### src/rtl/wb_stage_n.sv
// N-lane writeback stage: holds one issue bundle until its long-latency results
// arrive, then commits the surviving lanes and at most one precise exception.
module wb_stage_n #(
    parameter int LANES = 2,
    parameter int DW    = 32,
    parameter int RW    = 5,
    parameter int EW    = 7
) (
    input  logic                clk,
    input  logic                aresetn,
    input  logic                flush_in,
    input  logic                in_valid,
    output logic                in_ready,
    input  logic [LANES-1:0]    in_lane_v,
    input  logic [LANES*DW-1:0] in_pc,
    input  logic [LANES*RW-1:0] in_rd,
    input  logic [LANES-1:0]    in_we,
    input  logic [LANES*2-1:0]  in_src,
    input  logic [LANES*DW-1:0] in_alu_data,
    input  logic [LANES-1:0]    in_exc,
    input  logic [LANES*EW-1:0] in_ecode,
    input  logic [LANES*DW-1:0] in_badv,
    input  logic                interrupt,
    input  logic                div_ready,
    input  logic [DW-1:0]       div_data,
    input  logic                dcache_ready,
    input  logic [DW-1:0]       dcache_data,
    input  logic                csr_ready,
    input  logic [DW-1:0]       csr_data,
    output logic [LANES-1:0]    wb_valid,
    output logic [LANES-1:0]    wb_we,
    output logic [LANES*RW-1:0] wb_rd,
    output logic [LANES*DW-1:0] wb_data,
    output logic [LANES*DW-1:0] wb_pc,
    output logic                exc_valid,
    output logic [EW-1:0]       exc_ecode,
    output logic [DW-1:0]       exc_era,
    output logic [DW-1:0]       exc_badv,
    output logic                exc_badv_we,
    output logic                exc_tlbr
);
    localparam logic [1:0] SRC_ALU = 2'd0;
    localparam logic [1:0] SRC_DIV = 2'd1;
    localparam logic [1:0] SRC_MEM = 2'd2;
    localparam logic [1:0] SRC_CSR = 2'd3;

    localparam logic [EW-1:0] EC_PIL  = EW'(32'h01);
    localparam logic [EW-1:0] EC_PIS  = EW'(32'h02);
    localparam logic [EW-1:0] EC_PIF  = EW'(32'h03);
    localparam logic [EW-1:0] EC_PME  = EW'(32'h04);
    localparam logic [EW-1:0] EC_PPI  = EW'(32'h07);
    localparam logic [EW-1:0] EC_ADE  = EW'(32'h08);
    localparam logic [EW-1:0] EC_ALE  = EW'(32'h09);
    localparam logic [EW-1:0] EC_TLBR = EW'(32'h3F);

    typedef enum logic {IDLE = 1'b0, WAIT = 1'b1} state_t;

    state_t              state_q, state_d;
    logic                accept, commit_q, commit_d;
    logic [LANES-1:0]    pend_q, pend_d, pend_new, surv, clr;
    logic [LANES-1:0]    lane_ok_q, we_q;
    logic [LANES*2-1:0]  src_q;
    logic [LANES*RW-1:0] rd_q;
    logic [LANES*DW-1:0] pc_q, data_q;
    logic                exc_any, div_hit, mem_hit, csr_hit;
    logic [EW-1:0]       k_ecode, ecode_q;
    logic [DW-1:0]       k_pc, k_badv, era_q, badv_q;
    logic                exc_q, badv_we_q, tlbr_q;

    function automatic logic needs_badv(input logic [EW-1:0] ec);
        return ec == EC_PIL || ec == EC_PIS || ec == EC_PIF || ec == EC_PME ||
               ec == EC_PPI || ec == EC_ADE || ec == EC_ALE || ec == EC_TLBR;
    endfunction

    // The oldest excepting lane and every younger lane are squashed.
    always_comb begin
        exc_any  = 1'b0;
        k_ecode  = '0;
        k_pc     = in_pc[DW-1:0];
        k_badv   = '0;
        surv     = '0;
        pend_new = '0;
        for (int i = 0; i < LANES; i++) begin
            if (in_lane_v[i] && in_exc[i] && !exc_any) begin
                exc_any = 1'b1;
                k_ecode = in_ecode[i*EW +: EW];
                k_pc    = in_pc[i*DW +: DW];
                k_badv  = in_badv[i*DW +: DW];
            end
            surv[i]     = in_lane_v[i] && !exc_any && !interrupt;
            pend_new[i] = surv[i] && in_we[i] && (in_src[i*2 +: 2] != SRC_ALU);
        end
        if (interrupt) begin
            k_ecode = '0;
            k_pc    = in_pc[DW-1:0];
            k_badv  = '0;
        end
    end

    always_comb begin
        div_hit = 1'b0;
        mem_hit = 1'b0;
        csr_hit = 1'b0;
        clr     = '0;
        for (int i = 0; i < LANES; i++) begin
            if (pend_q[i]) begin
                case (src_q[i*2 +: 2])
                    SRC_DIV: if (div_ready && !div_hit) begin
                        clr[i] = 1'b1;
                        div_hit = 1'b1;
                    end
                    SRC_MEM: if (dcache_ready && !mem_hit) begin
                        clr[i] = 1'b1;
                        mem_hit = 1'b1;
                    end
                    SRC_CSR: if (csr_ready && !csr_hit) begin
                        clr[i] = 1'b1;
                        csr_hit = 1'b1;
                    end
                    default: ;
                endcase
            end
        end
    end

    always_ff @(posedge clk or negedge aresetn) begin
        if (!aresetn) state_q <= IDLE;
        else          state_q <= state_d;
    end

    always_comb begin
        state_d = state_q;
        if (flush_in) begin
            state_d = IDLE;
        end else begin
            case (state_q)
                IDLE:    if (accept && pend_new != '0) state_d = WAIT;
                WAIT:    if (pend_d == '0) state_d = IDLE;
                default: state_d = IDLE;
            endcase
        end
    end

    always_comb begin
        in_ready = aresetn && (state_q == IDLE) && !flush_in;
        accept   = in_valid && in_ready;
        pend_d   = pend_q;
        commit_d = 1'b0;
        if (flush_in) begin
            pend_d = '0;
        end else if (state_q == IDLE) begin
            if (accept) begin
                pend_d   = pend_new;
                commit_d = (pend_new == '0);
            end
        end else begin
            pend_d   = pend_q & ~clr;
            commit_d = (pend_d == '0);
        end
    end

    always_ff @(posedge clk or negedge aresetn) begin
        if (!aresetn) begin
            pend_q    <= '0;
            commit_q  <= 1'b0;
            lane_ok_q <= '0;
            we_q      <= '0;
            src_q     <= '0;
            rd_q      <= '0;
            pc_q      <= '0;
            data_q    <= '0;
            exc_q     <= 1'b0;
            ecode_q   <= '0;
            era_q     <= '0;
            badv_q    <= '0;
            badv_we_q <= 1'b0;
            tlbr_q    <= 1'b0;
        end else begin
            pend_q   <= pend_d;
            commit_q <= commit_d;
            if (accept) begin
                lane_ok_q <= surv;
                we_q      <= in_we;
                src_q     <= in_src;
                rd_q      <= in_rd;
                pc_q      <= in_pc;
                data_q    <= in_alu_data;
                exc_q     <= exc_any || interrupt;
                ecode_q   <= k_ecode;
                era_q     <= k_pc;
                badv_q    <= k_badv;
                badv_we_q <= exc_any && !interrupt && needs_badv(k_ecode);
                tlbr_q    <= exc_any && !interrupt && (k_ecode == EC_TLBR);
            end
            for (int i = 0; i < LANES; i++) begin
                if (clr[i]) begin
                    case (src_q[i*2 +: 2])
                        SRC_DIV: data_q[i*DW +: DW] <= div_data;
                        SRC_MEM: data_q[i*DW +: DW] <= dcache_data;
                        default: data_q[i*DW +: DW] <= csr_data;
                    endcase
                end
            end
        end
    end

    always_comb begin
        wb_valid = '0;
        wb_we    = '0;
        wb_rd    = '0;
        wb_data  = '0;
        wb_pc    = '0;
        for (int i = 0; i < LANES; i++) begin
            wb_valid[i] = commit_q && lane_ok_q[i];
            wb_we[i]    = wb_valid[i] && we_q[i];
            if (wb_valid[i]) begin
                wb_rd[i*RW +: RW]   = rd_q[i*RW +: RW];
                wb_data[i*DW +: DW] = data_q[i*DW +: DW];
                wb_pc[i*DW +: DW]   = pc_q[i*DW +: DW];
            end
        end
        exc_valid   = commit_q && exc_q;
        exc_ecode   = exc_valid ? ecode_q : '0;
        exc_era     = exc_valid ? era_q : '0;
        exc_badv    = exc_valid ? badv_q : '0;
        exc_badv_we = exc_valid && badv_we_q;
        exc_tlbr    = exc_valid && tlbr_q;
    end
endmodule

### config.mk
export PLATFORM = sky130hd
export DESIGN_NAME = wb_stage_n
export DESIGN_NICKNAME = d
export VERILOG_FILES = /design/src/rtl/wb_stage_n.sv
export SDC_FILE = /design/constraint.sdc
export NUM_CORES = 1
export LEC_CHECK = 0
export CAP_MARGIN = 20
export CORE_AREA = 2 2 212 214
export DETAILED_ROUTE_END_ITERATION = 8
export DIE_AREA = 0 0 214 216
export DONT_BUFFER_PORTS = 1
export GPL_TIMING_DRIVEN = 0
export PLACE_DENSITY_LB_ADDON = 0.25
export SETUP_SLACK_MARGIN = 0.05
export SYNTH_ARGS = -nofsm -noshare
export SYNTH_HDL_FRONTEND = slang
export SYNTH_SLANG_ARGS = --single-unit
### constraint.sdc
create_clock -name clk -period 2.4 [get_ports clk]
set_input_delay 0.36 -clock clk [delete_from_list [all_inputs] [get_ports clk]]
set_output_delay 0.36 -clock clk [all_outputs]
set_load 0.05 [all_outputs]
== Word level (Yosys, flattened, before mapping) ==
Index checks and enable logic that the tools add are counted.
W data, S select, Z words.
Word-level totals
  bits of input ports: 330
  memories: 0
  bits in latches: 0
  ROM bits: 0
  output and inout bits: 217
  memory bits (writable): 0
  word-level logic and storage cells: 134
  bits in registers: 224
Cells by class
  multipliers: 0
  equality and inequality tests: 14
  add/subtract/negate cells: 0
  mux-type cells: 50
  div/mod/pow operators: 0
  bitwise gates (word level): 3
  $lt $le $gt $ge: 0
  shifts and indexed selects: 0
  reductions and logical operators: 51
Operator list (count)
  $mux W32: 13
  $pmux W32 S2: 2
  $mux W64: 1
  $logic_and A1 B1 Y1: 28
  $mux W7: 4
  $mux W1: 22
  $eq A7 B2 Y1 const B: 2
  $eq A7 B3 Y1 const B: 2
  $eq A7 B4 Y1 const B: 2
  $mux W5: 2
  $reduce_bool A2 Y1: 5
  $eq A2 B2 Y1 const B: 4
  $logic_or A1 B1 Y1: 8
  $eq A7 B1 Y1 const B: 1
  $eq A7 B6 Y1 const B: 1
  $logic_not A1 Y1: 7
  $logic_not A2 Y1: 3
  $mux W2: 3
  $pmux W1 S3: 2
  $eq A2 B1 Y1 const B: 2
  $and A2 B2 Y2: 1
  $not A2 Y2: 1
  $pmux W1 S2: 1
  $not A1 Y1: 1

== Logic depth before layout (Yosys ltp) ==
  depth in word-level cells: 17
  depth in mapped cells: 10
  mapped depth without buffers: 7

== Least setup slack after synthesis ==
OpenSTA, ideal clock, no wires.
  kind: register -> register
  from: register state_q
  to: register data_q[41]
  data arrival time: 1884 ps
  setup time: 126 ps
  period minus slack after synthesis: 2010 ps
  path buffers: 2
  data required time: 2274 ps
  stages on the path, launching flop included: 7
  slack: 390 ps
  cells stage by stage: dfrtp_1 nor3b_2 nand2_1 buf_2 clkbuf_1 nand2_1 a31oi_1
On the way
  cells in the longest elaborated chain, start to end: 5
Ends and longest elaborated chain
  start, declared: RTL line 58  | state_t state_q, state_d;
  start signal, assigned: RTL line 128  | else state_q <= state_d;
  $not A1 Y1
  $logic_and A1 B1 Y1 (2 in series): RTL line 145  | in_ready = aresetn && (state_q == IDLE) && !flush_in;
  via in_ready: RTL line 13  | output logic in_ready,
  $logic_and A1 B1 Y1: RTL line 146  | accept = in_valid && in_ready;
  $reduce_bool A2 Y1 (no line)
  end signal, assigned: RTL line 187  | data_q <= in_alu_data;
  end signal, assigned by index: RTL line 198  | SRC_DIV: data_q[i*DW +: DW] <= div_data;
  end signal, assigned by index: RTL line 199  | SRC_MEM: data_q[i*DW +: DW] <= dcache_data;
  end, declared: RTL line 64  | logic [LANES*DW-1:0] pc_q, data_q;
The timed path passes the listed nets, and every way through them passes these cells.
A chain may end at the register's enable or synchronous reset.

== Worst setup path after layout ==
  from: register commit_q
  to: output port exc_badv[23]
On the way
  cells in the longest elaborated chain, start to end: 2
Ends and longest elaborated chain
  start, declared: RTL line 59  | logic accept, commit_q, commit_d;
  start signal, assigned: RTL line 180  | commit_q <= commit_d;
  $logic_and A1 B1 Y1: RTL line 222  | exc_valid = commit_q && exc_q;
  $mux W32: RTL line 225  | exc_badv = exc_valid ? badv_q : '0;
  end, declared: RTL line 38  | output logic [DW-1:0] exc_badv,
No other way between the ends.

==> impl_metrics.tcl <==
set metrics [dict create \
    status "complete, but fails checks" \
    violations "negative hold slack" \
    ant_nets 0 \
    p_total_mw 11.5 \
    die_h_microns 216 \
    maxSlewHeadroom 0.333 \
    dp_hpwl_microns 43000 \
    async_flop_share 1.00 \
    cp.arrival_ns 1.99 \
    drt_first_pass_iters 5 \
    final_net_count 2172 \
    synth_ff_type "dfrtp_1" \
    tightest_slew_ns 1.00 \
    vias 13400 \
    initial_core_util 0.286 \
    grt_pass1_wl_microns 87700 \
    numPortBuffers 0 \
    post_dp_cell_area_sq_um 13300 \
    drc 0 \
    path_class "flop to output pin" \
    cts_tree "done" \
    p_leak_nw 7.71 \
    worstPathRequired_ns 2.04 \
    cts_sinks 224 \
    gp_congestion 0.928 \
    drive_gt1_frac 0.210 \
    fmax_ghz 0.425 \
    min_path_type "primary input to async pin" \
    final_util 0.403 \
    mappedNetlistArea_sq_um 12600 \
    clock_skew_ns 0.0107 \
    fin_crit_sh 0.979 \
    cts_buffers 29 \
    grt_use_total 0.247 \
    final_cell_mix "nand2_1, dlygate4sd3_1, dfrtp_1, and3_4, nor2_1" \
    max_cap_violations 0 \
    coreArea_sq_um 43800 \
    period_minus_slack_ns 2.35 \
    rows 77 \
    grt_setup_unrepaired "yes" \
    final_common_cell "nand2_1" \
    synth_cells 1559 \
    grt_pass1_vias 13700 \
    cts_buffer_depth 3 \
    setup_viol 0 \
    drt-initial-drc-count 1058 \
    clock-root-buffer "clkbuf_16" \
    fp.dieW_microns 214 \
    syn_nets 1897 \
    yosysSeqAreaShare 0.446 \
    synth_seq_cells 224 \
    syn2layout_area_growth_pct 40.9 \
    wirelength_microns 58900 \
    startpoint_type "flop" \
    whs_ns -0.526 \
    clk_latency_ns 0.58 \
    dieArea_sq_um 46200 \
    via_per_inst 5.48 \
    io_pins 547 \
    final_max_slew_viol_count 0 \
    synth_edf_count 0 \
    yosys_warnings 0 \
    powerDensity_nw_per_um2 653 \
    path_clk_slew_ns 0.06 \
    grt_max_degree 227 \
    htreeDepth 1 \
    wire_per_inst_microns 24.0 \
    avgSynthCellArea_sq_um 8.05 \
    synth.distinct_cells 43 \
    vdd_drop_max_uv 445 \
    grt-ovfl-total 0 \
    critPathMaxFanout 10 \
    hold_violations 224 \
    antenna_found_initial 1 \
    crit_path_end_kind "output pin" \
    final_cell_area_sq_um 17700 \
    cts_hold_buf 237 \
]
==> layout make-up <==
cell class	count	area [sq um]
clock inverters	9	68.8
well taps	592	741
clock buffers	44	832
flip-flops and latches	224	5610
diodes	1	2.50
multi-input cells	1176	7100
inverters	6	22.5
plain buffers	148	836
fillers	4447	26200
repair buffers	249	2470
==> cells in the mapped netlist (all sizes together) (4+ instances only) <==
master / n / area share
and3: 215 / 0.11
clkbuf: 97 / 0.029
nand2: 444 / 0.13
a31oi: 68 / 0.034
and2: 5 / 0.0025
dfrtp: 224 / 0.45
buf: 56 / 0.027
ha: 8 / 0.0080
nor3: 4 / 0.0024
o211ai: 35 / 0.021
a21oi: 39 / 0.016
a221oi: 4 / 0.0028
o21ai: 77 / 0.031
nor2: 112 / 0.034
mux2i: 32 / 0.026
inv: 6 / 0.0018
nand3: 7 / 0.0028
a22oi: 99 / 0.059
==> layer usage <==
metal / wire length (microns) / global-route usage / part of all wire
met5: 0 / 0 / 0
met4: 2260 / 0.0925 / 0.038
met3: 4460 / 0.0509 / 0.076
met2: 27700 / 0.409 / 0.47
met1: 24500 / 0.316 / 0.42
==> path summary, 6_finish.rpt <==
kind | from | slack [ns] | cells after the start | to
setup / recovery | commit_q | 0.05 | 4 | exc_badv[23]
hold / removal | aresetn | -0.53 | 0 | data_q[21]
setup reg to reg | src_q[3] | 0.14 | 7 | data_q[63]
hold reg to reg | pc_q[38] | 0.47 | 2 | pc_q[38]
max in group asynchronous | aresetn | 2.03 | 0 | lane_ok_q[1]
min in group clk | in_badv[58] | 0.02 | 2 | badv_q[26]
==> flip-flops by register name, indices dropped and copies added (netlist names) <==
register and count:
tlbr_q 1, state_q 1, badv_we_q 1, era_q 32
we_q 2, ecode_q 7, pend_q 2, exc_q 1
rd_q 10, badv_q 32, src_q 4, data_q 64
pc_q 64, lane_ok_q 2, commit_q 1
==> where the power goes <==
group,internal [mW],switching (mW)
Clock,2.39,1.80
Sequential,4.37,0.353
Combinational,1.02,1.62
Total,7.78,3.77
==> stage by stage <==
stage	instances	setup WS, ns	hold WS [ns]	setup TNS [ns]
4_1_cts	2441	-0.00693	-0.551	-0.00880
5_1_grt	2448	-0.00890	-0.543	-0.0876
3_5_place_dp	2152	-1.24	0.0689	-133.23
2_1_floorplan	1559	0.390	0.0644	0
3_3_place_gp	2151	-1.21	0.0699	-137.99
6_report	2449	0.0498	-0.526	0
==> logic make-up after synthesis <==
kind of cell	after synthesis	share of synthesized area
AO/OA/AOI/OAI	333	0.171
XOR/XNOR	2	0.00140
adder cells (fa/ha/maj)	8	0.00797
buffers and inverters	159	0.0585
flip-flops	224	0.446
multiplexers	32	0.0255
AND/OR/NAND/NOR	801	0.290
==> critical path, cell delays in order (launching register included) <==
cell and delay, ns:
dfrtp_2 0.48, clkbuf_8 0.22, buf_8 0.15, clkbuf_4 0.22
and3_4 0.32
==> timing repair <==
action,in CTS,in global routing
buffers inserted,3,7
hold endpoints to repair,438,224
setup endpoints to repair,401,270
pin swaps,14,15
resized for setup,436,38
Power figures use the tool's default switching activity.
